--- src/rtl/exc_sched.sv ---
// Fixed-priority exception scheduler: detect -> CP0 code held while i_cache_stall (1+ cycles) -> FLUSH_CYCLES of flush.
// stall_o freezes the pipeline from detect until idle; CP0_TIMER_INT_EN adds the sticky Count/Compare timer interrupt.
module exc_sched #(
    parameter int unsigned FLUSH_CYCLES = 2,
    parameter logic [31:0] EXC_VECTOR   = 32'hBFC00380
) (
    input  logic        clk,
    input  logic        rst,
    input  logic        i_cache_stall,
    input  logic        mem_valid_i,
    input  logic [31:0] mem_pc_i,
    input  logic        mem_in_delayslot_i,
    input  logic [31:0] mem_daddr_i,
    input  logic [7:0]  exc_flags_i,
    input  logic [31:0] status_i,
    input  logic [31:0] cause_i,
    input  logic [31:0] epc_i,
    input  logic [31:0] count_i,
    input  logic [31:0] compare_i,
    input  logic        cp0_we_i,
    input  logic [4:0]  cp0_waddr_i,
    output logic [31:0] excepttype_o,
    output logic [31:0] epc_src_o,
    output logic        in_delayslot_o,
    output logic [31:0] bad_addr_o,
    output logic        flush_o,
    output logic [31:0] newpc_o,
    output logic        stall_o,
    output logic        timer_int_o
);
    typedef enum logic [1:0] {S_IDLE, S_ISSUE, S_FLUSH} state_t;

    state_t      state_q, state_d;
    logic [3:0]  cnt_q, cnt_d;
    logic [31:0] exc_q, exc_d;
    logic [31:0] pc_q, pc_d;
    logic [31:0] bad_q, bad_d;
    logic [31:0] tgt_q, tgt_d;
    logic        ds_q, ds_d;
    logic        flush_q, flush_d;

    logic        int_pend;
    logic        detect;
    logic [31:0] code_sel;
    logic [31:0] bad_sel;

    assign int_pend = status_i[0] & ~status_i[1] & (|(cause_i[15:8] & status_i[15:8]));
    assign detect   = mem_valid_i & (int_pend | (|exc_flags_i));

    // Flag bits 0..6 are already in priority order, so the lowest set bit wins after interrupts.
    always_comb begin
        code_sel = 32'h0;
        bad_sel  = 32'h0;
        if (int_pend)            code_sel = 32'h01;
        else if (exc_flags_i[0]) begin code_sel = 32'h04; bad_sel = mem_pc_i; end
        else if (exc_flags_i[1]) code_sel = 32'h0a;
        else if (exc_flags_i[2]) code_sel = 32'h08;
        else if (exc_flags_i[3]) code_sel = 32'h09;
        else if (exc_flags_i[4]) code_sel = 32'h0c;
        else if (exc_flags_i[5]) begin code_sel = 32'h04; bad_sel = mem_daddr_i; end
        else if (exc_flags_i[6]) begin code_sel = 32'h05; bad_sel = mem_daddr_i; end
        else if (exc_flags_i[7]) code_sel = 32'h0e;
    end

    always_comb begin
        state_d = state_q;
        cnt_d   = cnt_q;
        exc_d   = exc_q;
        pc_d    = pc_q;
        bad_d   = bad_q;
        tgt_d   = tgt_q;
        ds_d    = ds_q;
        flush_d = flush_q;
        case (state_q)
            S_IDLE: begin
                if (detect) begin
                    state_d = S_ISSUE;
                    exc_d   = code_sel;
                    pc_d    = mem_pc_i;
                    ds_d    = mem_in_delayslot_i;
                    bad_d   = bad_sel;
                    tgt_d   = (code_sel == 32'h0e) ? epc_i : EXC_VECTOR;
                end
            end
            S_ISSUE: begin
                if (!i_cache_stall) begin
                    state_d = S_FLUSH;
                    cnt_d   = 4'(FLUSH_CYCLES);
                    exc_d   = 32'h0;
                    flush_d = 1'b1;
                end
            end
            S_FLUSH: begin
                if (cnt_q <= 4'd1) begin
                    state_d = S_IDLE;
                    cnt_d   = 4'd0;
                    flush_d = 1'b0;
                end else begin
                    cnt_d = cnt_q - 4'd1;
                end
            end
            default: begin
                state_d = S_IDLE;
                exc_d   = 32'h0;
                flush_d = 1'b0;
            end
        endcase
    end

    always_ff @(posedge clk or negedge rst) begin
        if (!rst) begin
            state_q <= S_IDLE;
            cnt_q   <= 4'd0;
            exc_q   <= 32'h0;
            pc_q    <= 32'h0;
            bad_q   <= 32'h0;
            tgt_q   <= 32'h0;
            ds_q    <= 1'b0;
            flush_q <= 1'b0;
        end else begin
            state_q <= state_d;
            cnt_q   <= cnt_d;
            exc_q   <= exc_d;
            pc_q    <= pc_d;
            bad_q   <= bad_d;
            tgt_q   <= tgt_d;
            ds_q    <= ds_d;
            flush_q <= flush_d;
        end
    end

    assign excepttype_o   = exc_q;
    assign epc_src_o      = pc_q;
    assign in_delayslot_o = ds_q;
    assign bad_addr_o     = bad_q;
    assign flush_o        = flush_q;
    assign newpc_o        = tgt_q;
    assign stall_o        = (state_q != S_IDLE) | detect;

`ifdef CP0_TIMER_INT_EN
    logic timer_q, timer_d;
    logic timer_clr;
    logic unused_sig;

    assign timer_clr = cp0_we_i & (cp0_waddr_i == 5'd11);
    // Clear has priority so a Compare write in the match cycle leaves the request low.
    assign timer_d   = timer_clr ? 1'b0
                     : (((count_i == compare_i) && (compare_i != 32'h0)) ? 1'b1 : timer_q);

    always_ff @(posedge clk or negedge rst) begin
        if (!rst) timer_q <= 1'b0;
        else      timer_q <= timer_d;
    end

    assign timer_int_o = timer_q;
    assign unused_sig  = &{1'b0, status_i[31:16], status_i[7:2], cause_i[31:16], cause_i[7:0]};
`else
    logic unused_sig;

    assign timer_int_o = 1'b0;
    assign unused_sig  = &{1'b0, status_i[31:16], status_i[7:2], cause_i[31:16], cause_i[7:0],
                           count_i, compare_i, cp0_we_i, cp0_waddr_i};
`endif
endmodule

--- config.mk ---
export PLATFORM = sky130hd
export DESIGN_NAME = exc_sched
export DESIGN_NICKNAME = d
export VERILOG_FILES = /design/src/rtl/exc_sched.sv
export SDC_FILE = /design/constraint.sdc
export NUM_CORES = 1
export LEC_CHECK = 0
export ABC_AREA = 0
export CAP_MARGIN = 20
export CELL_PAD_IN_SITES_DETAIL_PLACEMENT = 1
export CELL_PAD_IN_SITES_GLOBAL_PLACEMENT = 2
export CORE_MARGIN = 1
export CORE_UTILIZATION = 20
export DETAILED_ROUTE_END_ITERATION = 10
export PLACE_DENSITY = 0.95
export SYNTH_ARGS = -nofsm -noshare
export SYNTH_HDL_FRONTEND = slang
export SYNTH_SLANG_ARGS = --single-unit
--- constraint.sdc ---
create_clock -name clk -period 3.3 [get_ports clk]
set_clock_uncertainty 0.15 [all_clocks]
set_input_delay 0.66 -clock clk [delete_from_list [all_inputs] [get_ports clk]]
set_output_delay 0.66 -clock clk [all_outputs]
set_load 0.01 [all_outputs]
==> impl_metrics.csv, run 1 <==
group,metric,value,unit
run_status,status,"completed",
grt,grt_max_degree,49,
route,via_per_inst,4.343,
route,drt_iter0_drc,130,
cts,clk_pin_slew,0.08,ns
sta,final-hold-violation-count,0,
route,wl_met1,6755,microns
logic_synthesis,synth_edf_count,0,
route,drc,0,
logic_synthesis,async_reset_ff_share,100.0,%
worst_setup_path,path_buf_inv,2,
sta,hold_ws,0.1684,ns
grt,overflow,0,
sta,slew_headroom,37.54,%
grt,grt_antenna_before_repair,0,
route,routed.top_layer,"met4",
placement,numPortBuffers,229,
cts,cts_tree,"done",
cts,numCtsBuffers,9,
grt,grt_usage,13.63,%
final_layout,fin_util,32.95,%
grt,grt_pass1_vias,4418,
die,io_pins,375,
die,die_w,156.5,microns
final_layout,fillCellCount,2597,
worst_setup_path,cp_top_family,"simple AND/OR/NAND/NOR gates",
cts,cts_buffer_depth,2,
die,fp.dieH,156.5,microns
route,dr_wl_met2,8422,microns
final_layout,drive_above_1_share,8.333,%
sta,setup_viol,0,
worst_setup_path,endpoint_kind,"output pin",
route,routedWlPerCell,17.32,microns
worst_setup_path,cp.arrival,2.30,ns
power_and_ir_drop,leakagePower,3.109,nW
logic_synthesis,synth_top_flop_cell,"dfrtp_1",
logic_synthesis,synth_seq_cells,108,
cts,cts_sinks,108,
sta,rsz0062_at_grt,"no",
logic_synthesis,ys_seq_area_share,56.60,%
worst_setup_path,slowest_stage,"or4_1",
route,wl_met3,1362,microns
die,die_area,24500,sq um
final_layout,final_cell_mix,"226 x clkdlybuf4s50_1, 108 x dfrtp_1, 39 x nor2_1, 36 x nor3_1, 32 x a221oi_1",
cts,clock_latency,0.35,ns
sta,slew_viol_final,0,
logic_synthesis,syn_avg_cell_area,11.65,sq um
worst_setup_path,worstSetupStartpointType,"input port",
placement,dp_hpwl,12310,microns
worst_setup_path,critPathMaxStageDelay,0.59,ns
sta,worst_slew_pin_slew,0.9347,ns
die,coreArea,23470,sq um
die,start_util,20.34,%
final_layout,final_common_cell,"clkdlybuf4s50_1",
final_layout,fin_cells,967,
logic_synthesis,netlist_area,4775,sq um
flow_run,drv_cap,0,
final_layout,area_delta_synth_final,62.00,%
final_layout,diodes,0,
sta,timing.final.crit_share,94.11,%
route,via_count,4200,
worst_hold_path,hp-class,"in2async",
final_layout,nets,888,
grt,grt_pass1_wl,25140,microns
power_and_ir_drop,p_per_area,723.3,nW/um^2
logic_synthesis,yosys_warnings,0,
logic_synthesis,synth_cell_types,39,
worst_setup_path,crit_chain,"clkdlybuf4s50_1 -> or4_1 -> nor2_2 -> a31oi_1 -> dlygate4sd2_1",
sta,post-route-min-period,3.105,ns
cts,cts-root-buf,"clkbuf_16",
placement,dp.cells,951,
worst_setup_path,worstSetupPathType,"in2out",
worst_setup_path,cp.required,2.49,ns
route,drtAntennaViolNets,0,
worst_setup_path,worstPathMaxFanout,2,
sta,setup_tns,0,ns
die,rows,56,
logic_synthesis,synthCells,410,
sta,fmax,322.0,MHz
cts,htree_levels,3,
power_and_ir_drop,vdd_drop_max,0.3086,mV
route,wl,16750,microns
cts,cts_hold_buffers,0,
route,drt_pre_antenna_iters,4,
placement,place.gp.congestion,0.7812,
[stage by stage]
step / total power [W] / setup WS [ns] / instance area (sq um)
global route: 0.005946 / 0.1515 / 7735
CTS: 0.005702 / 0.1985 / 7735
floorplan: 0.003142 / 0.6774 / 4880
detailed placement: 0.004595 / -0.05611 / 7445
global placement: 0.004513 / -0.06702 / 7445
finish: 0.005595 / 0.1945 / 7735
[path summary, 6_finish.rpt]
check,start,endpoint,slack [ns],cells past startpoint
min in group clk,epc_src_o[16]$_DFFE_PN0P_,epc_src_o[16]$_DFFE_PN0P_,0.35,1
max in group asynchronous,rst,bad_addr_o[7]$_DFFE_PN0P_,2.06,2
max,exc_flags_i[4],stall_o,0.19,5
max reg2reg,state_q[0]$_DFFE_PN0P_,newpc_o[0]$_DFFE_PN0P_,1.20,7
min reg2reg,epc_src_o[16]$_DFFE_PN0P_,epc_src_o[16]$_DFFE_PN0P_,0.35,1
min,rst,newpc_o[18]$_DFFE_PN0P_,0.17,1
[cell usage after synthesis (2+ instances only)]
cell type | n | area share, %
o22ai_1 | 2 | 0.26
nand2_1 | 10 | 0.79
nor3_1 | 38 | 4.0
or4_1 | 3 | 0.47
a21oi_1 | 6 | 0.63
nor2b_1 | 3 | 0.39
buf_2 | 2 | 0.21
nor3b_1 | 2 | 0.31
buf_6 | 3 | 0.71
nor4_1 | 2 | 0.26
a22o_1 | 24 | 4.4
dfrtp_1 | 108 | 57
nand2b_1 | 5 | 0.66
ha_1 | 2 | 0.52
mux2_1 | 29 | 6.8
inv_1 | 7 | 0.55
o22a_1 | 12 | 2.2
o21ai_0 | 4 | 0.42
a221oi_1 | 32 | 5.9
nor2_1 | 41 | 3.2
nand3_1 | 2 | 0.21
buf_4 | 30 | 4.7
mux2_2 | 4 | 0.94
a311oi_1 | 2 | 0.37
clkbuf_1 | 23 | 1.8
[per-layer routing]
metal / vias up / global-route usage [%]
met1: 2097 / 15.82
met5: - / 0
met2: 173 / 23.55
met4: 0 / 4.762
met3: 12 / 4.292
li1: 1918 / -
[flip-flops by register name (all words and copies together), names as in the netlist]
register / count
newpc_o: 32
state_q: 2
flush_o: 1
epc_src_o: 32
bad_addr_o: 32
excepttype_o: 4
cnt_q: 4
in_delayslot_o: 1
[what timing repair did]
item                                    CTS  global route
setup buffers                             0             0
endpoints found under the setup margin    1             0
resized for setup                         4             0
[kinds of logic after synthesis]
kind of cell               share of synthesized area (%)
adders and majority gates                         0.5240
buffers and inverters                              7.993
DFF                                                56.60
AOI/OAI and AO/OA                                  16.33
muxes                                              7.783
other                                            0.07854
and+or+nand+nor                                    10.69
[power by group]
group / internal [W] / leakage [nW] / switching (W)
clock network: 0.000521 / 0.137 / 0.000544
logic: 0.00134 / 1.68 / 0.00113
registers: 0.00179 / 1.29 / 0.000277
total: 0.00365 / 3.11 / 0.00195
[layout make-up]
class,instances,area (sq um),share of cell area (%)
flip-flops and latches,108,2703,34.94
repair buffers,252,2494,32.24
multi-input cells,265,1836,23.73
well taps,319,399.1,5.160
clock buffers,10,229.0,2.960
clock inverters,6,48.80,0.6309
inverters,7,26.28,0.3397
(Power assumes the default switching activity.)
==> run 2, diff against run 1 <==
- REMOVE_ABC_BUFFERS: unset -> 1
- clock period: 3.3 -> 3.89 ns (I/O delays scaled with it)
==> impl_metrics.csv, run 2 (synthesis gave the netlist of run 1 again) <==
group,metric,value,unit
grt,grt_usage,13.73,%
final_layout,final_cell_mix,"228 x clkdlybuf4s50_1, 108 x dfrtp_1, 40 x nor2_1, 36 x nor3_1, 32 x a221oi_1",
cts,htree_levels,3,
flow_run,drv_cap,0,
die,die_area,24500,sq um
sta,post-route-min-period,3.705,ns
sta,rsz0062_at_grt,"no",
worst_setup_path,worstSetupPathType,"in2out",
sta,slew_viol_final,0,
die,start_util,20.34,%
cts,clk_pin_slew,0.08,ns
grt,grt_pass1_wl,25300,microns
cts,cts_buffer_depth,2,
worst_hold_path,hp-class,"in2async",
final_layout,final_common_cell,"clkdlybuf4s50_1",
grt,grt_pass1_vias,4460,
final_layout,fillCellCount,2603,
worst_setup_path,cp.arrival,2.78,ns
sta,slew_headroom,62.59,%
sta,setup_viol,0,
cts,cts_sinks,108,
sta,setup_tns,0,ns
die,coreArea,23470,sq um
run_status,status,"completed",
route,via_per_inst,4.362,
final_layout,fin_cells,962,
worst_setup_path,endpoint_kind,"output pin",
placement,numPortBuffers,229,
worst_setup_path,cp.required,2.96,ns
sta,worst_slew_pin_slew,0.5599,ns
worst_setup_path,worstPathMaxFanout,3,
power_and_ir_drop,vdd_drop_max,0.2654,mV
sta,final-hold-violation-count,0,
final_layout,area_delta_synth_final,60.93,%
cts,cts_setup_buffers,0,
cts,clock_latency,0.35,ns
die,rows,56,
sta,timing.final.crit_share,95.24,%
cts,ctsResizeCount,0,
cts,cts-root-buf,"clkbuf_16",
cts,cts_tree,"done",
grt,grt_antenna_before_repair,2,
worst_setup_path,critical_path.startpoint,"cause_i[10]",
route,via_count,4196,
placement,dp_hpwl,12140,microns
final_layout,drive_above_1_share,6.563,%
route,routedWlPerCell,17.31,microns
grt,grt_max_degree,60,
route,drtAntennaViolNets,0,
cts,cts_hold_buffers,0,
worst_setup_path,r2r_slack,1.79,ns
worst_setup_path,r2r_start,"state_q[1]$_DFFE_PN0P_",
route,drc,0,
sta,fmax,269.9,MHz
route,drt_iter0_drc,169,
route,wl,16650,microns
cts,numCtsBuffers,9,
die,die_w,156.5,microns
worst_setup_path,worstSetupStartpointType,"input port",
placement,dp.cells,944,
placement,place.gp.congestion,0.7220,
worst_setup_path,crit_end,"stall_o",
die,io_pins,375,
power_and_ir_drop,leakagePower,3.076,nW
die,fp.dieH,156.5,microns
route,drt_pre_antenna_iters,6,
final_layout,nets,881,
worst_setup_path,reg2reg_to,"newpc_o[25]$_DFFE_PN0P_",
power_and_ir_drop,p_per_area,619.3,nW/um^2
worst_setup_path,r2r_cells,5,
grt,overflow,0,
==> run 2: cell types whose count changed in the layout (fill, tap and decap cells not counted), sizes merged <==
cell,change
buf,-8
diode,+3
dlygate4sd2,-1
clkbuf,-1
inv,+1
clkinv,-2
clkdlybuf4s50,+2
bufinv,+1
==> run 2: worst max-delay path, stage by stage <==
cell and delay, ns:
clkdlybuf4s50_1 0.44, a22o_1 0.30, o41ai_1 0.52, a31oi_1 0.21, clkdlybuf4s50_1 0.52
==> run 2: power by group <==
| part | internal (W) | switching, W |
|---|---|---|
| Sequential | 0.00152 | 0.000228 |
| Clock | 0.000506 | 0.000462 |
| Combinational | 0.00110 | 0.000942 |
==> run 2: cell type report <==
class / instances / area, sq um / share of cell area (%)
Sequential cell: 108 / 2703 / 35.17
Antenna cell: 3 / 7.507 / 0.09770
Inverter: 7 / 26.28 / 0.3420
Tap cell: 319 / 399.1 / 5.195
Multi-Input combinational cell: 265 / 1821 / 23.69
Clock inverter: 6 / 72.57 / 0.9445
Timing Repair Buffer: 245 / 2430 / 31.62
Clock buffer: 9 / 225.2 / 2.931
==> run 2: through the flow <==
step           util [%]  total power [W]  area [sq um]  setup slack [ns]  hold slack [ns]
2_1_floorplan         -         0.002586          4524            0.2503           0.3324
3_5_place_dp      31.43         0.003846          7378            0.1616           0.3306
3_3_place_gp      31.32         0.003783          7351            0.2107           0.3224
6_report          32.73         0.004759          7684            0.1851           0.1737
4_1_cts           32.70         0.004846          7676            0.1481           0.1636
5_1_grt           32.73         0.005072          7684           0.07994           0.1704
==> run 2: worst min path at each step <==
stage | from | end | slack [ns]
after floorplan | rst | bad_addr_o[0]$_DFFE_PN0P_ | 0.33
after global placement | epc_src_o[14]$_DFFE_PN0P_ | epc_src_o[14]$_DFFE_PN0P_ | 0.32
after detailed placement | epc_src_o[7]$_DFFE_PN0P_ | epc_src_o[7]$_DFFE_PN0P_ | 0.33
after CTS | rst | bad_addr_o[13]$_DFFE_PN0P_ | 0.16
after global routing | rst | bad_addr_o[13]$_DFFE_PN0P_ | 0.17
final | rst | bad_addr_o[13]$_DFFE_PN0P_ | 0.17
==> run 2: metal layers <==
metal	routed length (microns)	share of wire (%)	vias up	GRT usage [%]
li1	-	-	1906	-
met1	6841	41	2098	15.63
met2	8178	49	179	23.92
met3	1344	8.1	13	4.929
met4	284	1.7	0	4.155
met5	0	0	-	0
